==> src/rtl/pkg_system_mdr.sv <==
// Shared types for the MDR (multiply/divide/root) subsystem.
//   data_t        : operand/result word
//   op_t          : MDR operation code
//   drv_state_t   : command driver FSM state
//   rsp_status_t  : response status returned downstream
package pkg_system_mdr;

  localparam int DATA_WIDTH = 16;

  typedef logic [DATA_WIDTH-1:0] data_t;
  typedef logic [1:0]            op_t;

  localparam op_t MULT    = 2'b00;
  localparam op_t DIV     = 2'b01;
  localparam op_t SQRT    = 2'b10;
  localparam op_t OP_RSVD = 2'b11;

  typedef enum logic [1:0] {
    RSP_OK      = 2'b00,
    RSP_ERROR   = 2'b01,
    RSP_OVF     = 2'b10,
    RSP_TIMEOUT = 2'b11   // also reported for the reserved opcode
  } rsp_status_t;

  typedef enum logic [2:0] {
    DRV_IDLE      = 3'd0,
    DRV_START     = 3'd1,
    DRV_LOAD_X    = 3'd2,
    DRV_GAP       = 3'd3,
    DRV_LOAD_Y    = 3'd4,
    DRV_WAIT_DONE = 3'd5,
    DRV_RESP      = 3'd6
  } drv_state_t;

endpackage

==> src/rtl/mdr_cmd_driver_if.sv <==
// Bus bundle of the MDR command driver: upstream command handshake,
// MDR operand/strobe bus and downstream response handshake.
//   modport master : the driver itself
//   modport slave  : the environment around the driver (source, MDR, sink)
interface mdr_cmd_driver_if #(
  parameter int DW = 16
);
  import pkg_system_mdr::*;

  // upstream command
  logic          cmd_valid;
  logic          cmd_ready;
  op_t           cmd_op;
  logic [DW-1:0] cmd_x;
  logic [DW-1:0] cmd_y;

  // MDR operand bus
  logic          w_start;
  logic          w_load;
  op_t           w_op;
  logic [DW-1:0] w_dataIn_X;
  logic [DW-1:0] w_dataIn_Y;
  logic          w_ready;
  logic          w_error;
  logic          w_ovf;
  logic [DW-1:0] mdr_result;
  logic [DW-1:0] mdr_rem;

  // downstream response
  logic          rsp_valid;
  logic          rsp_ready;
  logic [DW-1:0] rsp_result;
  logic [DW-1:0] rsp_rem;
  logic [1:0]    rsp_status;

  modport master (
    input  cmd_valid, cmd_op, cmd_x, cmd_y,
    input  w_ready, w_error, w_ovf, mdr_result, mdr_rem,
    input  rsp_ready,
    output cmd_ready,
    output w_start, w_load, w_op, w_dataIn_X, w_dataIn_Y,
    output rsp_valid, rsp_result, rsp_rem, rsp_status
  );

  modport slave (
    output cmd_valid, cmd_op, cmd_x, cmd_y,
    output w_ready, w_error, w_ovf, mdr_result, mdr_rem,
    output rsp_ready,
    input  cmd_ready,
    input  w_start, w_load, w_op, w_dataIn_X, w_dataIn_Y,
    input  rsp_valid, rsp_result, rsp_rem, rsp_status
  );

endinterface

==> src/rtl/mdr_drv_watchdog.sv <==
// WAIT_DONE watchdog for the MDR command driver (built only with
// MDR_TIMEOUT_EN).
//   clk, rst : clock, asynchronous active-high reset
//   in_wait  : driver is in WAIT_DONE this cycle
//   expired  : this is the TO_CYC-th consecutive WAIT_DONE cycle
module mdr_drv_watchdog #(
  parameter int TO_CYC = 1024
) (
  input  logic clk,
  input  logic rst,
  input  logic in_wait,
  output logic expired
);

  localparam int CW = $clog2(TO_CYC + 1);
  localparam logic [CW-1:0] LIMIT = CW'(TO_CYC - 1);

  logic [CW-1:0] cnt_q;

  // Held at zero outside WAIT_DONE so the first WAIT_DONE cycle sees 0.
  always_ff @(posedge clk or posedge rst) begin
    if (rst) begin
      cnt_q <= '0;
    end else if (!in_wait) begin
      cnt_q <= '0;
    end else if (cnt_q != LIMIT) begin
      cnt_q <= cnt_q + 1'b1;
    end
  end

  assign expired = in_wait && (cnt_q == LIMIT);

endmodule

==> src/rtl/mdr_cmd_driver.sv <==
// MDR command driver: accepts one (op, X, Y) command, sequences the MDR
// start/load strobes, waits for ready/error and returns one response beat.
// One command in flight; every output is registered.
//
// Ports (clk, rst plus the mdr_cmd_driver_if master modport):
//   clk, rst          : clock, asynchronous active-high reset
//   cmd_valid/ready   : upstream command handshake, cmd_op/cmd_x/cmd_y payload
//   w_start, w_load   : MDR start pulse and operand load strobe
//   w_op, w_dataIn_X/Y: operation and operands, held START..WAIT_DONE
//   w_ready/error/ovf : MDR completion, operand error, overflow
//   mdr_result/rem    : MDR outputs, captured on w_ready
//   rsp_*             : downstream response handshake and payload
//
// Build option: define MDR_TIMEOUT_EN to add the WAIT_DONE watchdog
// (TO_CYC cycles); a timeout returns status 11 and re-arms the MDR with
// a one-cycle w_start.
module mdr_cmd_driver
  import pkg_system_mdr::*;
#(
  parameter int DW     = 16,
  parameter int TO_CYC = 1024
) (
  input  logic                clk,
  input  logic                rst,
  mdr_cmd_driver_if.master    bus
);

  localparam logic [2:0] ST_IDLE   = DRV_IDLE;
  localparam logic [2:0] ST_START  = DRV_START;
  localparam logic [2:0] ST_LOAD_X = DRV_LOAD_X;
  localparam logic [2:0] ST_GAP    = DRV_GAP;
  localparam logic [2:0] ST_LOAD_Y = DRV_LOAD_Y;
  localparam logic [2:0] ST_WAIT   = DRV_WAIT_DONE;
  localparam logic [2:0] ST_RESP   = DRV_RESP;

  logic [2:0] state_q;
  logic [2:0] state_d;
  logic       accept;
  logic       rsvd_op;
  logic       timeout;
  logic       rearm;
  logic       enter_resp;

  assign accept     = (state_q == ST_IDLE) && bus.cmd_ready && bus.cmd_valid;
  assign rsvd_op    = (bus.cmd_op == OP_RSVD);
  assign enter_resp = (state_q != ST_RESP) && (state_d == ST_RESP);
  // A timeout only counts when neither completion signal arrived with it.
  assign rearm      = (state_q == ST_WAIT) && timeout && !bus.w_error && !bus.w_ready;

`ifdef MDR_TIMEOUT_EN
  mdr_drv_watchdog #(
    .TO_CYC (TO_CYC)
  ) u_watchdog (
    .clk     (clk),
    .rst     (rst),
    .in_wait (state_q == ST_WAIT),
    .expired (timeout)
  );
`else
  // The limit only matters when the watchdog is built.
  logic unused_to_cyc;
  assign unused_to_cyc = (TO_CYC == 0);
  assign timeout       = 1'b0;
`endif

  always_comb begin
    state_d = state_q;
    case (state_q)
      ST_IDLE:   if (accept) state_d = rsvd_op ? ST_RESP : ST_START;
      ST_START:  state_d = ST_LOAD_X;
      ST_LOAD_X: state_d = ST_GAP;
      ST_GAP:    state_d = ST_LOAD_Y;
      ST_LOAD_Y: state_d = ST_WAIT;
      ST_WAIT:   if (bus.w_error || bus.w_ready || timeout) state_d = ST_RESP;
      ST_RESP:   if (bus.rsp_ready) state_d = ST_IDLE;
      default:   state_d = ST_IDLE;
    endcase
  end

  // Outputs are decoded from the next state so they line up with the
  // state they describe.
  always_ff @(posedge clk or posedge rst) begin
    if (rst) begin
      state_q        <= ST_IDLE;
      bus.cmd_ready  <= 1'b0;
      bus.w_start    <= 1'b0;
      bus.w_load     <= 1'b0;
      bus.w_op       <= '0;
      bus.w_dataIn_X <= '0;
      bus.w_dataIn_Y <= '0;
      bus.rsp_valid  <= 1'b0;
      bus.rsp_result <= '0;
      bus.rsp_rem    <= '0;
      bus.rsp_status <= '0;
    end else begin
      state_q       <= state_d;
      bus.cmd_ready <= (state_d == ST_IDLE);
      bus.w_start   <= (state_d == ST_START) || rearm;
      bus.w_load    <= (state_d == ST_LOAD_X) || (state_d == ST_LOAD_Y);
      bus.rsp_valid <= (state_d == ST_RESP);

      // Operand bus: latched on accept, held through WAIT_DONE, zero otherwise.
      if ((state_q == ST_IDLE) && (state_d == ST_START)) begin
        bus.w_op       <= bus.cmd_op;
        bus.w_dataIn_X <= bus.cmd_x;
        bus.w_dataIn_Y <= (bus.cmd_op == SQRT) ? '0 : bus.cmd_y;
      end else if ((state_d == ST_IDLE) || (state_d == ST_RESP)) begin
        bus.w_op       <= '0;
        bus.w_dataIn_X <= '0;
        bus.w_dataIn_Y <= '0;
      end

      // Response payload is set once on RESP entry and held until handshake.
      if (enter_resp) begin
        if (state_q == ST_IDLE || rearm) begin
          bus.rsp_result <= '0;
          bus.rsp_rem    <= '0;
          bus.rsp_status <= RSP_TIMEOUT;
        end else if (bus.w_error) begin
          // Error wins over a simultaneous w_ready; MDR data is not captured.
          bus.rsp_result <= '0;
          bus.rsp_rem    <= '0;
          bus.rsp_status <= RSP_ERROR;
        end else begin
          bus.rsp_result <= bus.mdr_result;
          bus.rsp_rem    <= bus.mdr_rem;
          bus.rsp_status <= bus.w_ovf ? RSP_OVF : RSP_OK;
        end
      end
    end
  end

endmodule

==> src/flat_wrapper.sv <==
// flat-port wrapper written by rule: the top's interface ports become plain ports
module mdr_cmd_driver_flat import pkg_system_mdr::*;
#(
  parameter int DW     = 16,
  parameter int TO_CYC = 1024
)
  (clk, rst, bus_cmd_valid, bus_cmd_op, bus_cmd_x, bus_cmd_y, bus_w_ready, bus_w_error, bus_w_ovf, bus_mdr_result, bus_mdr_rem, bus_rsp_ready, bus_cmd_ready, bus_w_start, bus_w_load, bus_w_op, bus_w_dataIn_X, bus_w_dataIn_Y, bus_rsp_valid, bus_rsp_result, bus_rsp_rem, bus_rsp_status);
  mdr_cmd_driver_if #(.DW(DW)) bus_i ();
  input  logic clk;
  input  logic rst;
  input wire logic [$bits(bus_i.cmd_valid)-1:0] bus_cmd_valid;
  input wire logic [$bits(bus_i.cmd_op)-1:0] bus_cmd_op;
  input wire logic [$bits(bus_i.cmd_x)-1:0] bus_cmd_x;
  input wire logic [$bits(bus_i.cmd_y)-1:0] bus_cmd_y;
  input wire logic [$bits(bus_i.w_ready)-1:0] bus_w_ready;
  input wire logic [$bits(bus_i.w_error)-1:0] bus_w_error;
  input wire logic [$bits(bus_i.w_ovf)-1:0] bus_w_ovf;
  input wire logic [$bits(bus_i.mdr_result)-1:0] bus_mdr_result;
  input wire logic [$bits(bus_i.mdr_rem)-1:0] bus_mdr_rem;
  input wire logic [$bits(bus_i.rsp_ready)-1:0] bus_rsp_ready;
  output wire logic [$bits(bus_i.cmd_ready)-1:0] bus_cmd_ready;
  output wire logic [$bits(bus_i.w_start)-1:0] bus_w_start;
  output wire logic [$bits(bus_i.w_load)-1:0] bus_w_load;
  output wire logic [$bits(bus_i.w_op)-1:0] bus_w_op;
  output wire logic [$bits(bus_i.w_dataIn_X)-1:0] bus_w_dataIn_X;
  output wire logic [$bits(bus_i.w_dataIn_Y)-1:0] bus_w_dataIn_Y;
  output wire logic [$bits(bus_i.rsp_valid)-1:0] bus_rsp_valid;
  output wire logic [$bits(bus_i.rsp_result)-1:0] bus_rsp_result;
  output wire logic [$bits(bus_i.rsp_rem)-1:0] bus_rsp_rem;
  output wire logic [$bits(bus_i.rsp_status)-1:0] bus_rsp_status;
  assign bus_i.cmd_valid = bus_cmd_valid;
  assign bus_i.cmd_op = bus_cmd_op;
  assign bus_i.cmd_x = bus_cmd_x;
  assign bus_i.cmd_y = bus_cmd_y;
  assign bus_i.w_ready = bus_w_ready;
  assign bus_i.w_error = bus_w_error;
  assign bus_i.w_ovf = bus_w_ovf;
  assign bus_i.mdr_result = bus_mdr_result;
  assign bus_i.mdr_rem = bus_mdr_rem;
  assign bus_i.rsp_ready = bus_rsp_ready;
  assign bus_cmd_ready = bus_i.cmd_ready;
  assign bus_w_start = bus_i.w_start;
  assign bus_w_load = bus_i.w_load;
  assign bus_w_op = bus_i.w_op;
  assign bus_w_dataIn_X = bus_i.w_dataIn_X;
  assign bus_w_dataIn_Y = bus_i.w_dataIn_Y;
  assign bus_rsp_valid = bus_i.rsp_valid;
  assign bus_rsp_result = bus_i.rsp_result;
  assign bus_rsp_rem = bus_i.rsp_rem;
  assign bus_rsp_status = bus_i.rsp_status;
  mdr_cmd_driver #(.DW(DW), .TO_CYC(TO_CYC)) u_core (.clk(clk), .rst(rst), .bus(bus_i));
endmodule
==> config.mk <==
export PLATFORM = sky130hd
export DESIGN_NAME = mdr_cmd_driver_flat
export DESIGN_NICKNAME = d
export VERILOG_FILES = /design/src/rtl/pkg_system_mdr.sv /design/src/rtl/mdr_cmd_driver_if.sv /design/src/rtl/mdr_drv_watchdog.sv /design/src/rtl/mdr_cmd_driver.sv /design/src/flat_wrapper.sv
export SDC_FILE = /design/constraint.sdc
export NUM_CORES = 1
export LEC_CHECK = 0
export CAP_MARGIN = 20
export CORE_MARGIN = 2
export CORE_UTILIZATION = 40
export DETAILED_ROUTE_END_ITERATION = 8
export GPL_TIMING_DRIVEN = 0
export PLACE_DENSITY = 0.85
export SLEW_MARGIN = 20
export SYNTH_ARGS = -nofsm -noshare
export SYNTH_HDL_FRONTEND = slang
export SYNTH_HIERARCHICAL = 1
export SYNTH_SLANG_ARGS = --single-unit
export TNS_END_PERCENT = 50
==> constraint.sdc <==
create_clock -name clk -period 2.49 [get_ports clk]
set_clock_uncertainty 0.15 [all_clocks]
set_input_delay 0.249 -clock clk [delete_from_list [all_inputs] [get_ports clk]]
set_output_delay 0.249 -clock clk [all_outputs]
set_load 0.05 [all_outputs]
# Word-level counts from Yosys, hierarchy flattened
# Index checks and enable logic that the tools add are counted.
# W data, S select, Z words.
dict set report totals {
  reg_bits 75
}
dict set report op_classes {
  mux 18
  reduce_logical 10
  eq_ne 13
}
# op count
set ops {}
lappend ops {{$mux W16} 8}
lappend ops {{$pmux W3 S7} 1}
lappend ops {{$eq A3 B3 Y1 const B} 5}
lappend ops {{$mux W3} 4}
lappend ops {{$mux W2} 5}
lappend ops {{$eq A3 B2 Y1 const B} 3}
lappend ops {{$eq A3 B1 Y1 const B} 2}
lappend ops {{$logic_not A3 Y1} 2}
lappend ops {{$eq A2 B2 Y1 const B} 2}
lappend ops {{$logic_and A1 B1 Y1} 4}
lappend ops {{$logic_or A1 B1 Y1} 3}
lappend ops {{$ne A3 B3 Y1 const B} 1}
lappend ops {{$reduce_bool A2 Y1} 1}

# Longest topological paths before layout
dict set report logic_depth {
  word_depth 9
  ltp_mapped 9
  ltp_nobuf 6
}

# Least setup slack after synthesis
# Ideal clock, no wire load.
dict set report synth_path {
  path_type {reg2reg}
  startpoint {register u_core.bus.cmd_ready}
  endpoint {register u_core.bus.rsp_status[0]}
  path_buffers 2
  path_stages_with_launch 9
  path_slack_ps 540
  setup_time_ps 137
  t_arrival_ps 1662
  t_required_ps 2203
  synth_period_minus_slack_ps 1950
  cell_sequence {dfrtp_1 -> nand4_1 -> a22oi_2 -> nand2_2 -> inv_2 -> nand3_2 -> buf_6 -> buf_12 -> mux2i_1}
}
dict set report synth_between {
  elab_chain_len 6
}
# item line_no
set synth_rtl {}
lappend synth_rtl {{start: declaration} mdr_cmd_driver_if.sv:40} ;# output cmd_ready,
lappend synth_rtl {{start signal: assignment} mdr_cmd_driver.sv:97} ;# bus.cmd_ready <= (state_d == ST_IDLE);
lappend synth_rtl {{$logic_and A1 B1 Y1 (2 in a row)} mdr_cmd_driver.sv:44} ;# assign accept = (state_q == ST_IDLE) && bus.cmd_ready && bus.cmd_valid;
lappend synth_rtl {{$mux W3} mdr_cmd_driver.sv:69} ;# ST_IDLE: if (accept) state_d = rsvd_op ? ST_RESP : ST_START;
lappend synth_rtl {{$pmux W3 S7} mdr_cmd_driver.sv:68} ;# case (state_q)
lappend synth_rtl {{net u_core.state_d[1]} mdr_cmd_driver.sv:37} ;# logic [2:0] state_d;
lappend synth_rtl {{$eq A3 B3 Y1} mdr_cmd_driver.sv:46} ;# assign enter_resp = (state_q != ST_RESP) && (state_d == ST_RESP);
lappend synth_rtl {{$logic_and A1 B1 Y1} mdr_cmd_driver.sv:46}
lappend synth_rtl {{end signal: assignment} mdr_cmd_driver.sv:127} ;# bus.rsp_status <= bus.w_ovf ? RSP_OVF : RSP_OK;
lappend synth_rtl {{end: declaration} mdr_cmd_driver_if.sv:42} ;# output rsp_valid, rsp_result, rsp_rem, rsp_status
# The timed path passes the listed nets, and every way through them passes these cells.
# A chain may end at the register's enable or synchronous reset.

# Worst setup path after layout
dict set report layout_path {
  startpoint {register u_core.bus.cmd_ready}
  endpoint {output bus_cmd_ready}
}
# item line_no
set layout_lines {}
lappend layout_lines {{end: declaration} flat_wrapper.sv:21} ;# output wire logic [$bits(bus_i.cmd_ready)-1:0] bus_cmd_ready;
# No word-level cell between the ends.

==> impl_metrics.py <==
metrics = {
    "run": {
        "cap_viol_max_count": 0,
    },
    "clocking": {
        "root_buffer": "clkbuf_8",
        "cts.htree.levels": 3,
        "cts_num_sinks": 75,
        "post_cts_buffers": 0,
        "cts_tree": "done",
        "clk_pin_slew_ps": 80,
        "numCtsBuffers": 9,
        "cts.repair.resized": 0,
        "clkLatencyLatePin_ps": 330,
        "postCtsHoldBufs": 0,
        "ctsLongestPathBuffers": 2,
    },
    "floorplanning": {
        "die_area_um2": 8380,
        "die_y_um": 91.5,
        "io_pins": 145,
        "rows": 31,
        "dieWidth_um": 91.5,
        "start_util": 0.418,
        "core_area_um2": 7330,
    },
    "yosys": {
        "ys_warn_count": 6,
        "ys_seq_area_frac": 0.612,
        "async_flop_share": 1.00,
        "synth_area_um2": 3070,
        "ys.flop_type": "dfrtp_1",
        "synthDistinctLibCells": 29,
        "syn_inst": 255,
        "synth_edf_count": 0,
        "synth.avg_cell_area_um2": 12.0,
        "synth_nets": 328,
        "ys_seq_elements": 75,
    },
    "layout": {
        "fill_cells": 578,
        "insertedDiodeCount": 0,
        "final_core_util": 0.664,
        "regArea_um2": 1880,
        "syn_to_final_growth_pct": 58.9,
        "nets": 484,
        "multi_input_comb_area_um2": 931,
        "drive_above_1_share": 0.0817,
        "mostFrequentLayoutCell": "clkdlybuf4s50_1",
        "final_cell_mix": "clkdlybuf4s50_1 (144), dfrtp_1 (75), inv_1 (36)",
    },
    "sta": {
        "worst_slack_ps": 538,
        "max_freq_mhz": 512,
        "hold_viol": 0,
        "worstMarginPinSlew_ps": 565,
        "grt_setup_unrepaired": "no",
        "hold_ws_ps": 75.3,
        "relSlewSlack": 0.620,
        "drv_slew": 0,
        "period_needed_ps": 1950,
        "setup_viol_count_final": 0,
        "min_period_over_period": 0.784,
    },
    "global_routing": {
        "grt_pass1_wl_mm": 12.4,
        "grt_overflow": 0,
        "antenna_found_initial": 0,
        "grt_usage": 0.184,
        "grt_max_degree": 54,
        "grt_pass1_vias": 2596,
    },
    "setup_path": {
        "endpoint_kind": "primary output",
        "critical_path_arrival_ps": 1550,
        "path_buf_inv": 1,
        "timing.rr.start": "u_core/state_q[1]",
        "r2r-end": "u_core/bus.rsp_result[2]",
        "rr_worst_depth": 8,
        "critPathMaxFanout": 4,
        "regToRegSetupSlack_ps": 550,
        "slowest_stage": "clkdlybuf4s50_1",
        "startpoint_type": "flip-flop",
        "criticalPathCategory": "flip-flop to primary output",
        "crit_required_ps": 2090,
        "crit_family": "buffers and inverters",
        "path_cells": "clkdlybuf4s50_1",
        "slowest_delay_ps": 830,
    },
    "route": {
        "drt-total-wl_mm": 7.37,
        "ant_nets": 0,
        "vias": 2437,
        "dr_wl_met2_mm": 3.60,
        "drt-initial-drc-count": 105,
        "dr_wl_met3_um": 565,
        "vias_per_cell": 4.73,
        "met1_length_mm": 3.11,
        "highest_layer": "met4",
        "drc_errors": 0,
        "routedWlPerCell_um": 14.3,
        "drt_first_pass_iters": 4,
    },
    "status": {
        "status": "complete, no violations",
    },
    "power_and_ir_drop": {
        "p_leak_nw": 2.37,
        "peakVddDrop_uv": 425,
        "p_per_area_nw_per_um2": 1150,
    },
    "place": {
        "gp_congestion": 0.801,
        "dp.final_hpwl_mm": 5.50,
        "dp_slack_ps": 284,
        "port_buffers": 144,
    },
    "min_path": {
        "min_path_type": "input pin to asynchronous set/reset pin",
    },
}
-- registers in the layout (all words and copies together) (netlist names), 2 cells and up --
register / flops
u_core/bus.rsp_rem: 16
u_core/bus.rsp_result: 16
u_core/bus.rsp_status: 2
u_core/bus.w_dataIn_X: 16
u_core/bus.w_dataIn_Y: 16
u_core/bus.w_op: 2
u_core/state_q: 3
-- power by group --
part	total, mW	internal, mW	switching [mW]
sequential	1.70	1.52	0.179
combinational	2.91	1.11	1.80
clock	0.981	0.562	0.419
-- synthesized netlist by cell type (2+ instances only) --
master     n  area, µm²
a21oi_1    2       10.0
a22o_1    34        298
buf_12     3       60.1
buf_2      5       25.0
clkbuf_1   5       18.8
dfrtp_1   75       1880
inv_1     37        139
mux2i_1   34        340
nand2_1   33        124
nor2_1     6       22.5
o21ai_0    3       15.0
-- worst max path at each step --
stage	from	endpoint	slack, ps	depth (start not counted)
floorplan	rst	u_core/bus.cmd_ready	180	1
global placement	rst	u_core/bus.w_dataIn_X[12]	-970	2
detailed placement	bus_w_error	u_core/bus.w_dataIn_X[10]	280	6
CTS	u_core/bus.cmd_ready	bus_cmd_ready	520	1
global route	u_core/state_q[0]	u_core/bus.w_dataIn_X[10]	390	5
finish	u_core/bus.cmd_ready	bus_cmd_ready	540	1
-- layout make-up --
type                       count  area share
sequential                    75       0.385
timing repair buffer         145       0.302
multi-input combinational    128       0.191
inverter                      38      0.0298
clock buffer                  11      0.0270
tap                           99      0.0254
buffer                        14      0.0236
clock inverter                 5      0.0159
-- per-stage QoR --
step | TNS (ps) | instance area (µm²) | total power [mW] | instances
2_1_floorplan | 0 | 3070 | 3.73 | 255
3_5_place_dp | 0 | 4660 | 4.65 | 499
3_3_place_gp | -72730 | 4630 | 4.58 | 498
4_1_cts | 0 | 4870 | 5.65 | 515
5_1_grt | 0 | 4870 | 5.91 | 515
6_report | 0 | 4870 | 5.59 | 515
-- per-layer routing --
layer,GRT usage,vias to the layer above
li1,-,1159
met4,0.0606,0
met3,0.0456,10
met1,0.237,1169
met5,0,-
met2,0.305,99
-- cells by family after synthesis --
kind of cell	after synthesis	synth area share
AOI/OAI and AO/OA	45	0.121
buffers and inverters	52	0.0841
DFF	75	0.612
muxes	34	0.111
and+or+nand+nor	49	0.0718
(Power assumes the default switching activity.)
==> edit 1, RTL diff (same flow settings) <==
`DW` is set to 16 in 3 places; all go to 14.
--- a/src/rtl/mdr_cmd_driver_if.sv
+++ b/src/rtl/mdr_cmd_driver_if.sv
@@ -3,7 +3,7 @@
 //   modport master : the driver itself
 //   modport slave  : the environment around the driver (source, MDR, sink)
 interface mdr_cmd_driver_if #(
-  parameter int DW = 16
+  parameter int DW = 14
 );
   import pkg_system_mdr::*;
 
--- a/src/rtl/mdr_cmd_driver.sv
+++ b/src/rtl/mdr_cmd_driver.sv
@@ -17,7 +17,7 @@
 module mdr_cmd_driver
   import pkg_system_mdr::*;
 #(
-  parameter int DW     = 16,
+  parameter int DW     = 14,
   parameter int TO_CYC = 1024
 ) (
   input  logic                clk,
--- a/src/flat_wrapper.sv
+++ b/src/flat_wrapper.sv
@@ -1,7 +1,7 @@
 // flat-port wrapper written by rule: the top's interface ports become plain ports
 module mdr_cmd_driver_flat import pkg_system_mdr::*;
 #(
-  parameter int DW     = 16,
+  parameter int DW     = 14,
   parameter int TO_CYC = 1024
 )
   (clk, rst, bus_cmd_valid, bus_cmd_op, bus_cmd_x, bus_cmd_y, bus_w_ready, bus_w_error, bus_w_ovf, bus_mdr_result, bus_mdr_rem, bus_rsp_ready, bus_cmd_ready, bus_w_start, bus_w_load, bus_w_op, bus_w_dataIn_X, bus_w_dataIn_Y, bus_rsp_valid, bus_rsp_result, bus_rsp_rem, bus_rsp_status);
Ports: changed (8 resized); port bits go from 145 to 129. No check against the original RTL was run, so the function may have changed too.
==> edit 1 against the original RTL <==
  * Total power is 13% lower
  * Wire length is 9.6% lower
  * Register-to-register slack better by 0.05 ns
  * Sequential cell count is 8 lower
  * Die area is 10% lower
  * Final area is 11% lower
  * Area after synthesis is 10% lower
  * Combinational power is 12% lower
  * Via count is 10% lower
  * Sequential power is 9% lower
  * Maximum frequency is 0.61% higher
  * Worst setup slack better by 0.012 ns
==> edit 1: results (changes against the original RTL) <==
- CP Max Fanout: 4 (unchanged)
- Share of layout cells above drive strength 1: 7.77% (-0.40 points)
- Pre-CTS WS: 0.354 ns (+0.0697 ns)
- Initial antenna violation count: 0 (unchanged)
- Slowest CP cell: clkdlybuf4s50_1
- Leading post-synthesis cells by instance count: dfrtp_1, inv_1, a22o_1, mux2i_1, nand2_1
- Top delay family on crit path: buffers and inverters
- GP Congestion: 0.811 (+1.2%)
- Initial DRC count: 77 (-27%)
- Largest net degree at the start of global routing: 42 (-22%)
- DPL Wire Length: 4870 um (-11%)
- # nets final: 434 (-10%)
- Root Driver: clkbuf_8
- Fillers: 536 (-7.3%)
- Synth async-reset ratio: 100% (unchanged)
- Yosys cell types: 26 (-10%)
- Vias post-DR: 2193 (-10%)
- Avg WL per Cell: 14.7 um (+2.8%)
- Input/output buffers: 128 (-11%)
- Post-CTS sizing: 0 (unchanged)
- R2R depth: 5 (-3)
- Synthesized Nets: 294 (-10%)
- Outcome: finished clean
- Total Routing Usage GR: 18.3% (-0.14 points)
- Peak supply drop: 0.000510 V (+20%)
- Post-DP Area: 4150 um^2 (-11%)
- Remaining global-route overflow: 0 (unchanged)
- Clk_lat worst skew: 0.33 ns (about the same)
- P_leak: 0.00210 uW (-11%)
- 1st-pass router iterations: 4 (unchanged)
- Worst-margin pin slew: 0.532 ns (-0.0335 ns)
- First-pass GRT wire length: 10700 um (-13%)
- Synth top area cells: dfrtp_1, mux2i_1, a22o_1, inv_1, nand2_1
- Max incr delay on CP: 0.83 ns (about the same)
- Number of global-route vias before repair: 2310 (-11%)
- Clock-pin slew on the worst setup and hold paths: 0.07 ns
- Seq/Total Area, Yosys: 61.0% (-0.18 points)
- Setup bufs post-CTS: 0 (unchanged)
- Setup crit end kind: output port
- Hold Buf Count CTS: 0 (unchanged)
==> edit 1: changes by cell type after synthesis, moves of 4 or more <==
cell and change:
buf_4 +4, a22o_1 -4, mux2i_1 -4, inv_1 -4, buf_2 -5, dfrtp_1 -8
==> edit 1: cells by family after synthesis <==
| family | count (synthesis) | share of synthesized area [%] |
|---|---|---|
| compound gates | 41 | 12.6 |
| buf+inv | 46 | 7.65 |
| flops | 67 | 61.0 |
| mux | 30 | 10.9 |
| simple gates | 45 | 7.75 |
==> edit 1: metrics by stage <==
step                      setup TNS, ns  hold WS, ns  cells
final                                 0        0.104    453
after global routing                  0        0.117    453
after CTS                             0        0.105    453
after detailed placement              0        0.335    438
after global placement           -44.94        0.337    437
after floorplan                       0        0.232    229
==> edit 1: area by class of cell <==
type	count	area [um^2]	share of cell area (%)
Timing Repair Buffer	129	1300	30.2
Sequential cell	67	1680	38.9
Multi-Input combinational cell	116	860	19.9
Clock inverter	3	15.0	0.348
Buffer	12	82.6	1.92
Clock buffer	12	145	3.37
Tap cell	80	100	2.32
Inverter	34	130	3.02
==> edit 1: worst register-to-register path: stages (launching register included) <==
cell and delay, ns:
dfrtp_1 0.53, o21ai_0 0.18, nand3b_1 0.15, o21ai_0 0.18, clkbuf_1 0.28, a22o_1 0.30
==> edit 1: where the power goes <==
group	internal (uW)	switching (uW)	total, uW	leakage, uW
Combinational	949	1620	2570	0.00111
Sequential	1360	174	1540	0.000895
Clock	379	384	763	0.0000860
Total	2690	2180	4870	0.00210
==> edit 1: final timing paths <==
check | start | to | slack (ns)
setup / recovery | u_core/bus.cmd_ready | bus_cmd_ready | 0.55
hold / removal | rst | u_core/bus.rsp_result[6] | 0.10
setup reg to reg | u_core/state_q[0] | u_core/bus.w_dataIn_Y[11] | 0.60
hold reg to reg | u_core/bus.w_dataIn_Y[3] | u_core/bus.w_dataIn_Y[3] | 0.35
max in group asynchronous | rst | u_core/bus.w_dataIn_X[5] | 1.56
min in group clk | bus_mdr_result[12] | u_core/bus.rsp_result[12] | 0.32
==> edit 1: metal layers <==
| metal | GRT usage, % | wire length, um | part of all wire, % | vias to the layer above |
|---|---|---|---|---|
| met5 | 0 | 0 | 0 | - |
| met4 | 8.38 | 136 | 2.0 | 0 |
| met1 | 21.9 | 2900 | 44 | 1052 |
| met3 | 5.40 | 447 | 6.7 | 15 |
| li1 | - | - | - | 1042 |
| met2 | 30.3 | 3180 | 48 | 84 |
==> edit 2, RTL diff (same flow settings) <==
Made on the original files. Make the reset (`rst`) synchronous in one clocked block. Comments in the files are not updated.
--- a/src/rtl/mdr_cmd_driver.sv
+++ b/src/rtl/mdr_cmd_driver.sv
@@ -79,7 +79,7 @@
 
   // Outputs are decoded from the next state so they line up with the
   // state they describe.
-  always_ff @(posedge clk or posedge rst) begin
+  always_ff @(posedge clk) begin
     if (rst) begin
       state_q        <= ST_IDLE;
       bus.cmd_ready  <= 1'b0;
Behaviour: differs if rst is asserted again (counterexample within 4 cycles, from zero or initial values and one cycle with rst high); with rst held inactive, the same outputs for 10 cycles.
==> edit 2 against the original RTL <==
  * Register-to-register slack worse by 0.08 ns
  * Worst setup slack worse by 0.071 ns
  * Synthesized cell count is 6.7% higher
  * Sequential cell count stayed put
  * Final area is 4.4% lower
  * Wire length is 9.3% higher
  * Maximum frequency is 3.5% lower
  * Area after synthesis is 6.2% lower
  * Critical path type is now reg2reg
Power is not compared: it rests on default switching activity, and its combinational part moved more than twofold at a synthesized area within 25%.
==> edit 2: results (changes against the original RTL) <==
- Leading post-synthesis cells by instance count: dfxtp_1, nand2_1, nand3_1
- Met3 Use GR: 9.24% (+4.7 points)
- Synth async-reset ratio: 0% (-100 points)
- Synthesized Nets: 345 (+5.2%)
- # clk buffers: 12 (+1)
- ClkCell Share: 4.89% (+0.60 points)
- Non-clk bufs: 169 (+6.3%)
- Pre-CTS WS: 0.194 ns (-0.0901 ns)
- Non-clock buffering overhead in the final layout: 33.8% (+1.3 points)
- Share of layout cells above drive strength 1: 8.35% (+0.18 points)
- Inverters: 3 (-92%)
- CP Max Fanout: 10 (+6)
- WL met2: 3890 um (+8.1%)
- Inst Count DP: 511 (+2.4%)
- Met3 Routed Length: 821 um (+45%)
- Input/output buffers: 143 (-0.69%)
- DPL Wire Length: 6050 um (+10%)
- Initial DRC count: 85 (-19%)
- Arrival time at the worst endpoint: 2.15 ns (+0.60 ns)
- Multi-input gate count: 168 (+31%)
- First-pass GRT wire length: 12400 um (+0.50%)
- Ys flop type: dfxtp_1
- Yosys cell types: 35 (+21%)
- Post-Syn Area: 2880 um^2 (-6.2%)
- Seq area share: 32.2% (-6.3 points)
- Fraction of area in multi-input gates: 26.2% (+7.1 points)
- Post-Layout Cell Count: 527 (+2.3%)
- Slew HR: 60.4% (-1.6 points)
- # nets final: 499 (+3.1%)
- Worst hold path type: in2reg
- Post-DP Area: 4430 um^2 (-5.0%)
- Seq/Total Area, Yosys: 52.2% (-9.0 points)
- Final wirelength: 8050 um (+9.3%)
- Routing usage on met1: 22.7% (-1.0 points)
- Largest net degree at the start of global routing: 13 (-76%)
- FFs & Latches: 75 (unchanged)
- Vias post-DR: 2716 (+11%)
- WL met1: 3260 um (+4.9%)
- Synth top area cells: dfxtp_1, mux2i_1, a32o_1, nand3_1, nand2_1
- Synth-to-layout area growth: 61.9%
- Max Root-Sink Buffers: 2 (unchanged)
- Cells after Synth: 272 (+6.7%)
- Outcome: finished clean
- Total Routing Usage GR: 20.5% (+2.1 points)
[edit 2: final timing paths]
kind                                          startpoint                        end  slack (ns)  depth (start not counted)
worst max-delay path                   u_core/state_q[0]  u_core/bus.w_dataIn_X[11]        0.47                          6
worst min-delay path                                 rst          u_core/bus.w_load        0.09                          2
worst max register to register         u_core/state_q[0]  u_core/bus.w_dataIn_X[11]        0.47                          6
worst min register to register  u_core/bus.rsp_status[0]   u_core/bus.rsp_status[0]        0.31                          2
[edit 2: cells by family after synthesis]
kind of cell	after synthesis	share of synthesized area [%]
AO/OA/AOI/OAI	51	16.6
multiplexers	32	11.1
AND/OR/NAND/NOR	85	14.7
buffers and inverters	29	5.35
flip-flops	75	52.2
[edit 2: critical path, stage by stage, from the launching register on]
cell and delay, ns:
dfxtp_1 0.31, buf_6 0.13, or3_1 0.35, buf_6 0.16
nor4b_4 0.52, buf_6 0.22, a32o_2 0.12
